==> config.mk <==
export PLATFORM = sky130hd
export DESIGN_NAME = ternary_neuron_accum
export DESIGN_NICKNAME = d
export VERILOG_FILES = /design/src/rtl/ternary_neuron_accum.sv
export SDC_FILE = /design/constraint.sdc
export NUM_CORES = 1
export LEC_CHECK = 0
export ABC_AREA = 1
export BUFFER_PORTS_ARGS = -buffer_cell sky130_fd_sc_hd__clkbuf_2
export CORE_UTILIZATION = 55
export CTS_CLUSTER_SIZE = 14
export DETAILED_ROUTE_END_ITERATION = 7
export PLACE_DENSITY = 0.83
export SLEW_MARGIN = 5
export SYNTH_ARGS = -nofsm -noshare
export SYNTH_HDL_FRONTEND = slang
export SYNTH_SLANG_ARGS = --single-unit
==> constraint.sdc <==
create_clock -name clk -period 5.02 [get_ports clk]
set_clock_uncertainty 0.05 [all_clocks]
set_input_delay 1.004 -clock clk [delete_from_list [all_inputs] [get_ports clk]]
set_output_delay 1.004 -clock clk [all_outputs]
set_load 0.1 [all_outputs]
==> src/rtl/ternary_neuron_accum.sv <==
// ternary_neuron_accum
//   Accumulates (pc_pos - pc_neg) popcount differences over up to MAX_BEATS
//   beats into a saturating signed sum. When the neuron completes, the sum is
//   thresholded into a ternary activation and held until downstream takes it.
//
// Ports
//   clk, rst_n        : clock (rising edge), async active-low reset
//   pc_pos, pc_neg    : 5-bit unsigned popcounts of +1 / -1 weight matches
//   in_valid/in_ready : beat handshake; in_last marks the neuron's final beat
//   thr_hi, thr_lo    : signed thresholds, sampled on the final beat
//   out_valid/out_ready : result handshake
//   out_act           : 01 = +1, 11 = -1, 00 = 0 (00 whenever out_valid = 0)
//   out_sum           : saturated final sum
//   out_err           : neuron cut off at MAX_BEATS without in_last
module ternary_neuron_accum #(
  parameter int ACC_W     = 10,
  parameter int MAX_BEATS = 16
) (
  input  logic                    clk,
  input  logic                    rst_n,
  input  logic [4:0]              pc_pos,
  input  logic [4:0]              pc_neg,
  input  logic                    in_valid,
  input  logic                    in_last,
  output logic                    in_ready,
  input  logic signed [ACC_W-1:0] thr_hi,
  input  logic signed [ACC_W-1:0] thr_lo,
  output logic                    out_valid,
  input  logic                    out_ready,
  output logic [1:0]              out_act,
  output logic signed [ACC_W-1:0] out_sum,
  output logic                    out_err
);

  // Two guard bits: one for the popcount difference, one for the carry of
  // acc + diff, so the pre-saturation sum never wraps.
  localparam int SW = ACC_W + 2;
  localparam logic signed [SW-1:0] SMAX = {3'b000, {(ACC_W-1){1'b1}}};
  localparam logic signed [SW-1:0] SMIN = {3'b111, {(ACC_W-1){1'b0}}};

  typedef enum logic [1:0] {IDLE, ACCUM, HOLD} state_e;

  state_e                  state_q;
  logic signed [ACC_W-1:0] acc_q, out_sum_q, thr_hi_q, thr_lo_q;
  logic [4:0]              cnt_q;
  logic                    out_valid_q, out_err_q;

  logic                    accept, final_beat;
  logic [4:0]              cnt_d;
  logic signed [SW-1:0]    base, delta, raw;
  logic signed [ACC_W-1:0] acc_d;

  assign in_ready = (state_q != HOLD);
  assign accept   = in_valid && in_ready;

  always_comb begin
    // A beat taken in IDLE starts a fresh sum.
    base  = (state_q == IDLE) ? '0 : {{2{acc_q[ACC_W-1]}}, acc_q};
    // Popcounts are unsigned: zero-extend before subtracting.
    delta = $signed({{(SW-5){1'b0}}, pc_pos}) - $signed({{(SW-5){1'b0}}, pc_neg});
    raw   = base + delta;
    if (raw > SMAX)      acc_d = SMAX[ACC_W-1:0];
    else if (raw < SMIN) acc_d = SMIN[ACC_W-1:0];
    else                 acc_d = raw[ACC_W-1:0];
    cnt_d      = (state_q == IDLE) ? 5'd1 : cnt_q + 5'd1;
    final_beat = in_last || (cnt_d == 5'(MAX_BEATS));
  end

  always_ff @(posedge clk or negedge rst_n) begin
    if (!rst_n) begin
      state_q     <= IDLE;
      acc_q       <= '0;
      cnt_q       <= '0;
      out_sum_q   <= '0;
      thr_hi_q    <= '0;
      thr_lo_q    <= '0;
      out_valid_q <= 1'b0;
      out_err_q   <= 1'b0;
    end else begin
      case (state_q)
        IDLE, ACCUM: begin
          if (accept) begin
            acc_q <= acc_d;
            cnt_q <= cnt_d;
            if (final_beat) begin
              state_q     <= HOLD;
              out_sum_q   <= acc_d;
              thr_hi_q    <= thr_hi;
              thr_lo_q    <= thr_lo;
              // A final beat without in_last can only be the MAX_BEATS cutoff.
              out_err_q   <= !in_last;
              out_valid_q <= 1'b1;
            end else begin
              state_q <= ACCUM;
            end
          end
        end
        HOLD: begin
          if (out_ready) begin
            state_q     <= IDLE;
            out_valid_q <= 1'b0;
            cnt_q       <= '0;
          end
        end
        default: state_q <= IDLE;
      endcase
    end
  end

  // +1 is tested first so overlapping thresholds resolve to +1.
  always_comb begin
    out_act = 2'b00;
    if (out_valid_q) begin
      if (out_sum_q >= thr_hi_q)      out_act = 2'b01;
      else if (out_sum_q <= thr_lo_q) out_act = 2'b11;
    end
  end

  assign out_valid = out_valid_q;
  assign out_sum   = out_sum_q;
  assign out_err   = out_err_q;

endmodule

==> run_results.csv <==
group,metric,value,unit
cts,insertion_delay,300,ps
sta,setup_viol_count_final,0,
sta,slew_violations,0,
route,viasPerCell,5.12,
setup_path,start_kind,"input port",
global_routing,grt_usage,0.237,
global_routing,grt_pass1_wl,12000,µm
route,ant_nets,0,
outcome,outcome,"completed",
die,core-area,5960,µm²
setup_path,required,5170,ps
logic_synthesis,synthSimpleGateAreaFrac,0.273,
cells_and_area,layout-drive-gt1-share,0.151,
route,drc,0,
pwr,peakVddDrop,490,µV
hold_path,holdPathEnd,"acc_q[1]",
route,first_pass_iters,4,
global_routing,grt_pass1_vias,2760,
sta,fmax,273,MHz
cells_and_area,layout.nets,582,
logic_synthesis,yosysWarnings,0,
pwr,leakage,0.00215,µW
hold_path,min_path_cells,2,
cts,holdBufCountCts,0,
logic_synthesis,seq_area_frac_synth,0.358,
placed_design,place.gp.congestion,0.880,
cts,clock_tree.root_cell,"clkbuf_8",
cts,clockBufferDepth,2,
logic_synthesis,synth-seq-cells,49,
route,drtIter0Drc,165,
pwr,power.density,626,nW/µm²
global_routing,grt.overflow.total,0,
setup_path,end_kind,"register",
logic_synthesis,synth_top_family_by_area,"simple AND/OR/NAND/NOR gates",
cts,cts.sinks,49,
setup_path,crit_arrival,3810,ps
setup_path,rr_worst_depth,13,
cts,cts_made_buffers,5,
setup_path,cp_max_fo,9,
die,dieArea,6540,µm²
placed_design,dp_slack,1050,ps
logic_synthesis,syn_inst,462,
sta,post-route-min-period,3660,ps
setup_path,worst-r2r-setup-slack,2020,ps
sta,fin_crit_sh,0.729,
die,io_pins,50,
route,wl_per_cell,12.1,µm
die,die_h,80.9,µm
pwr,power_frac_comb,0.611,
cells_and_area,area_delta_synth_final,11.2,%
route,num_vias,2997,
global_routing,antenna_found_initial,0,
cts,ctsResizeCount,0,
logic_synthesis,synth-compound-area-share,0.107,
logic_synthesis,syn_avg_cell_area,7.41,µm²
pwr,seq_power_share,0.264,
pwr,p_switching,1300,µW
pwr,swShare,0.544,
placed_design,io_buffers,49,
setup_path,r2r-end,"acc_q[2]",
cts,cts_tree,"yes",
global_routing,grt_max_degree,50,
setup_path,timing_worst_setup_path_type,"input port to register",
pwr,p_int,1090,µW
logic_synthesis,synthesis.nets,535,
cts,post-cts-setup-buffers,0,
sta,finalHoldViolCount,0,
sta,slew_headroom,0.504,
logic_synthesis,yosysUniqueCellTypes,32,
cells_and_area,n_fill_cell,529,
cells_and_area,final_util,0.639,
logic_synthesis,yosys-top-cells-area,"dfrtp_1 (36%), nand2_1 (18%), ha_1 (13%)",
hold_path,worstHoldStart,"acc_q[1]",
cells_and_area,num_antenna_cells,0,
sta,tightest_slew,741,ps
die,initial_core_util,0.575,
placed_design,place_hpwl,5490,µm
pwr,clockPowerShare,0.125,
route,routed_wl,7080,µm
logic_synthesis,syn-cell-area,3420,µm²
sta,setup_ws,1360,ps
setup_path,r2r-start,"state_q[0]",
sta,rsz0062_at_grt,"false",
logic_synthesis,synthMuxAreaShare,0,
sta,setup-tns-final,0,ps
cts,cts.clk_slew.worst_paths,90,ps
logic_synthesis,synth-adder-area-share,0.143,
cts,htree_levels,2,
cells_and_area,design_area,3800,µm²
logic_synthesis,yosys.area.top_type_share,0.358,
placed_design,dpl_cell_area,3680,µm²
flow_run,max_cap_viol_count,0,
logic_synthesis,yosys.area_share.xor_xnor,0.0205,
die,die_x,80.9,µm
hold_path,hold_class,"register to register",
logic_synthesis,yosys.area.top_type,"dfrtp_1",
die,rows,28,
## final cells by class
cell class / count / area (µm²) / share of cell area
Clock buffer: 6 / 82.6 / 0.0217
Sequential cell: 49 / 1230 / 0.322
Multi-Input combinational cell: 337 / 1860 / 0.489
Tap cell: 75 / 93.8 / 0.0247
Timing Repair Buffer: 50 / 253 / 0.0664
Clock inverter: 2 / 37.5 / 0.00987
Inverter: 66 / 250 / 0.0658
## state kept, by name (all words and copies together), names as in the netlist
register and count:
out_valid 1, acc_q 10, out_err 1, out_sum 10
state_q 2, thr_hi_q 10, thr_lo_q 10, cnt_q 5
## cell families (layout without fill, tap and decap cells)
| group | after synthesis | after routing |
|---|---|---|
| AND/OR/NAND/NOR | 229 | 229 |
| adder cells (fa/ha/maj) | 38 | 38 |
| buffers and inverters | 76 | 124 |
| flip-flops | 49 | 49 |
| AO/OA/AOI/OAI | 62 | 62 |
| XOR/XNOR | 8 | 8 |
## power groups by stage
stage / clock, µW / sequential (µW) / combinational (µW)
4_1_cts: 305 / 624 / 1460
3_3_place_gp: 0 / 628 / 1410
3_5_place_dp: 0 / 631 / 1450
2_1_floorplan: 0 / 910 / 883
5_1_grt: 321 / 643 / 1630
6_report: 297 / 628 / 1460
## cell usage in the layout, fill, tap and decap left out, drive strengths merged
master | netlist | final
nand2 | 172 | 172
inv | 66 | 66
clkbuf | 4 | 55
dfrtp | 49 | 49
o21ai | 37 | 37
ha | 36 | 36
nor2 | 25 | 25
nand3 | 20 | 20
a21oi | 18 | 18
nand4 | 7 | 7
xor2 | 6 | 6
o211ai | 2 | 2
o2111ai | 2 | 2
or2 | 2 | 2
nor4 | 2 | 2
xnor2 | 2 | 2
o22ai | 2 | 2
fa | 2 | 2
o21a | 1 | 1
nor3 | 1 | 1
bufinv | 0 | 1
clkinvlp | 0 | 1
buf | 6 | 1
## through the flow
stage	power (µW)	cells	hold slack [ps]
global placement	2030	577	415
detailed placement	2080	577	416
floorplan	1790	462	399
finish	2380	585	440
global route	2590	585	466
CTS	2390	585	442
## synth_stat cells
cell,n
nand2_1,168
nand3_2,1
nor2_1,24
o21ai_2,10
buf_12,1
o21a_1,1
xnor2_1,2
buf_8,1
nand2_4,1
clkbuf_2,1
nand2_2,3
a21oi_1,18
buf_2,2
dfrtp_1,49
o211ai_1,2
o22ai_1,2
buf_6,2
nor3_1,1
inv_1,65
o21ai_1,3
ha_1,36
o21ai_0,24
xor2_1,6
o2111ai_1,2
nor4_1,2
inv_4,1
or2_2,2
nand4_1,7
nand3_1,19
nor2_2,1
clkbuf_1,3
fa_1,2
## worst max-delay path by stage
stage                          start    endpoint  slack (ps)  cells after the start
after floorplan           out_sum[9]  out_act[1]         740                     10
after global placement     pc_neg[2]    acc_q[2]        1200                     19
after detailed placement   pc_neg[2]    acc_q[2]        1050                     19
after CTS                  pc_neg[2]    acc_q[2]        1370                     19
after global routing       pc_neg[2]    acc_q[2]        1030                     19
final                      pc_neg[2]    acc_q[2]        1360                     19
## worst max-delay path: stages
cell	delay, ps
clkbuf_2	80
inv_1	30
ha_1	320
a21oi_1	160
nand2_1	90
nand2_1	70
nand2_1	50
a21oi_1	380
ha_1	380
nand2_1	90
nand2_1	60
a21oi_1	230
nand3_1	180
o21ai_2	200
inv_1	90
nand2_2	150
nand2_1	120
nand3_1	80
nand2_1	60
## routing by layer
metal / vias to the layer above / global-route usage / part of all wire / wire (µm)
met4: 0 / 0.0964 / 0.029 / 202
met1: 1334 / 0.302 / 0.47 / 3320
li1: 1566 / - / - / -
met3: 17 / 0.0393 / 0.047 / 331
met2: 80 / 0.397 / 0.46 / 3230
met5: - / 0 / 0 / 0
Note: power is estimated with default switching activity, not from simulation.
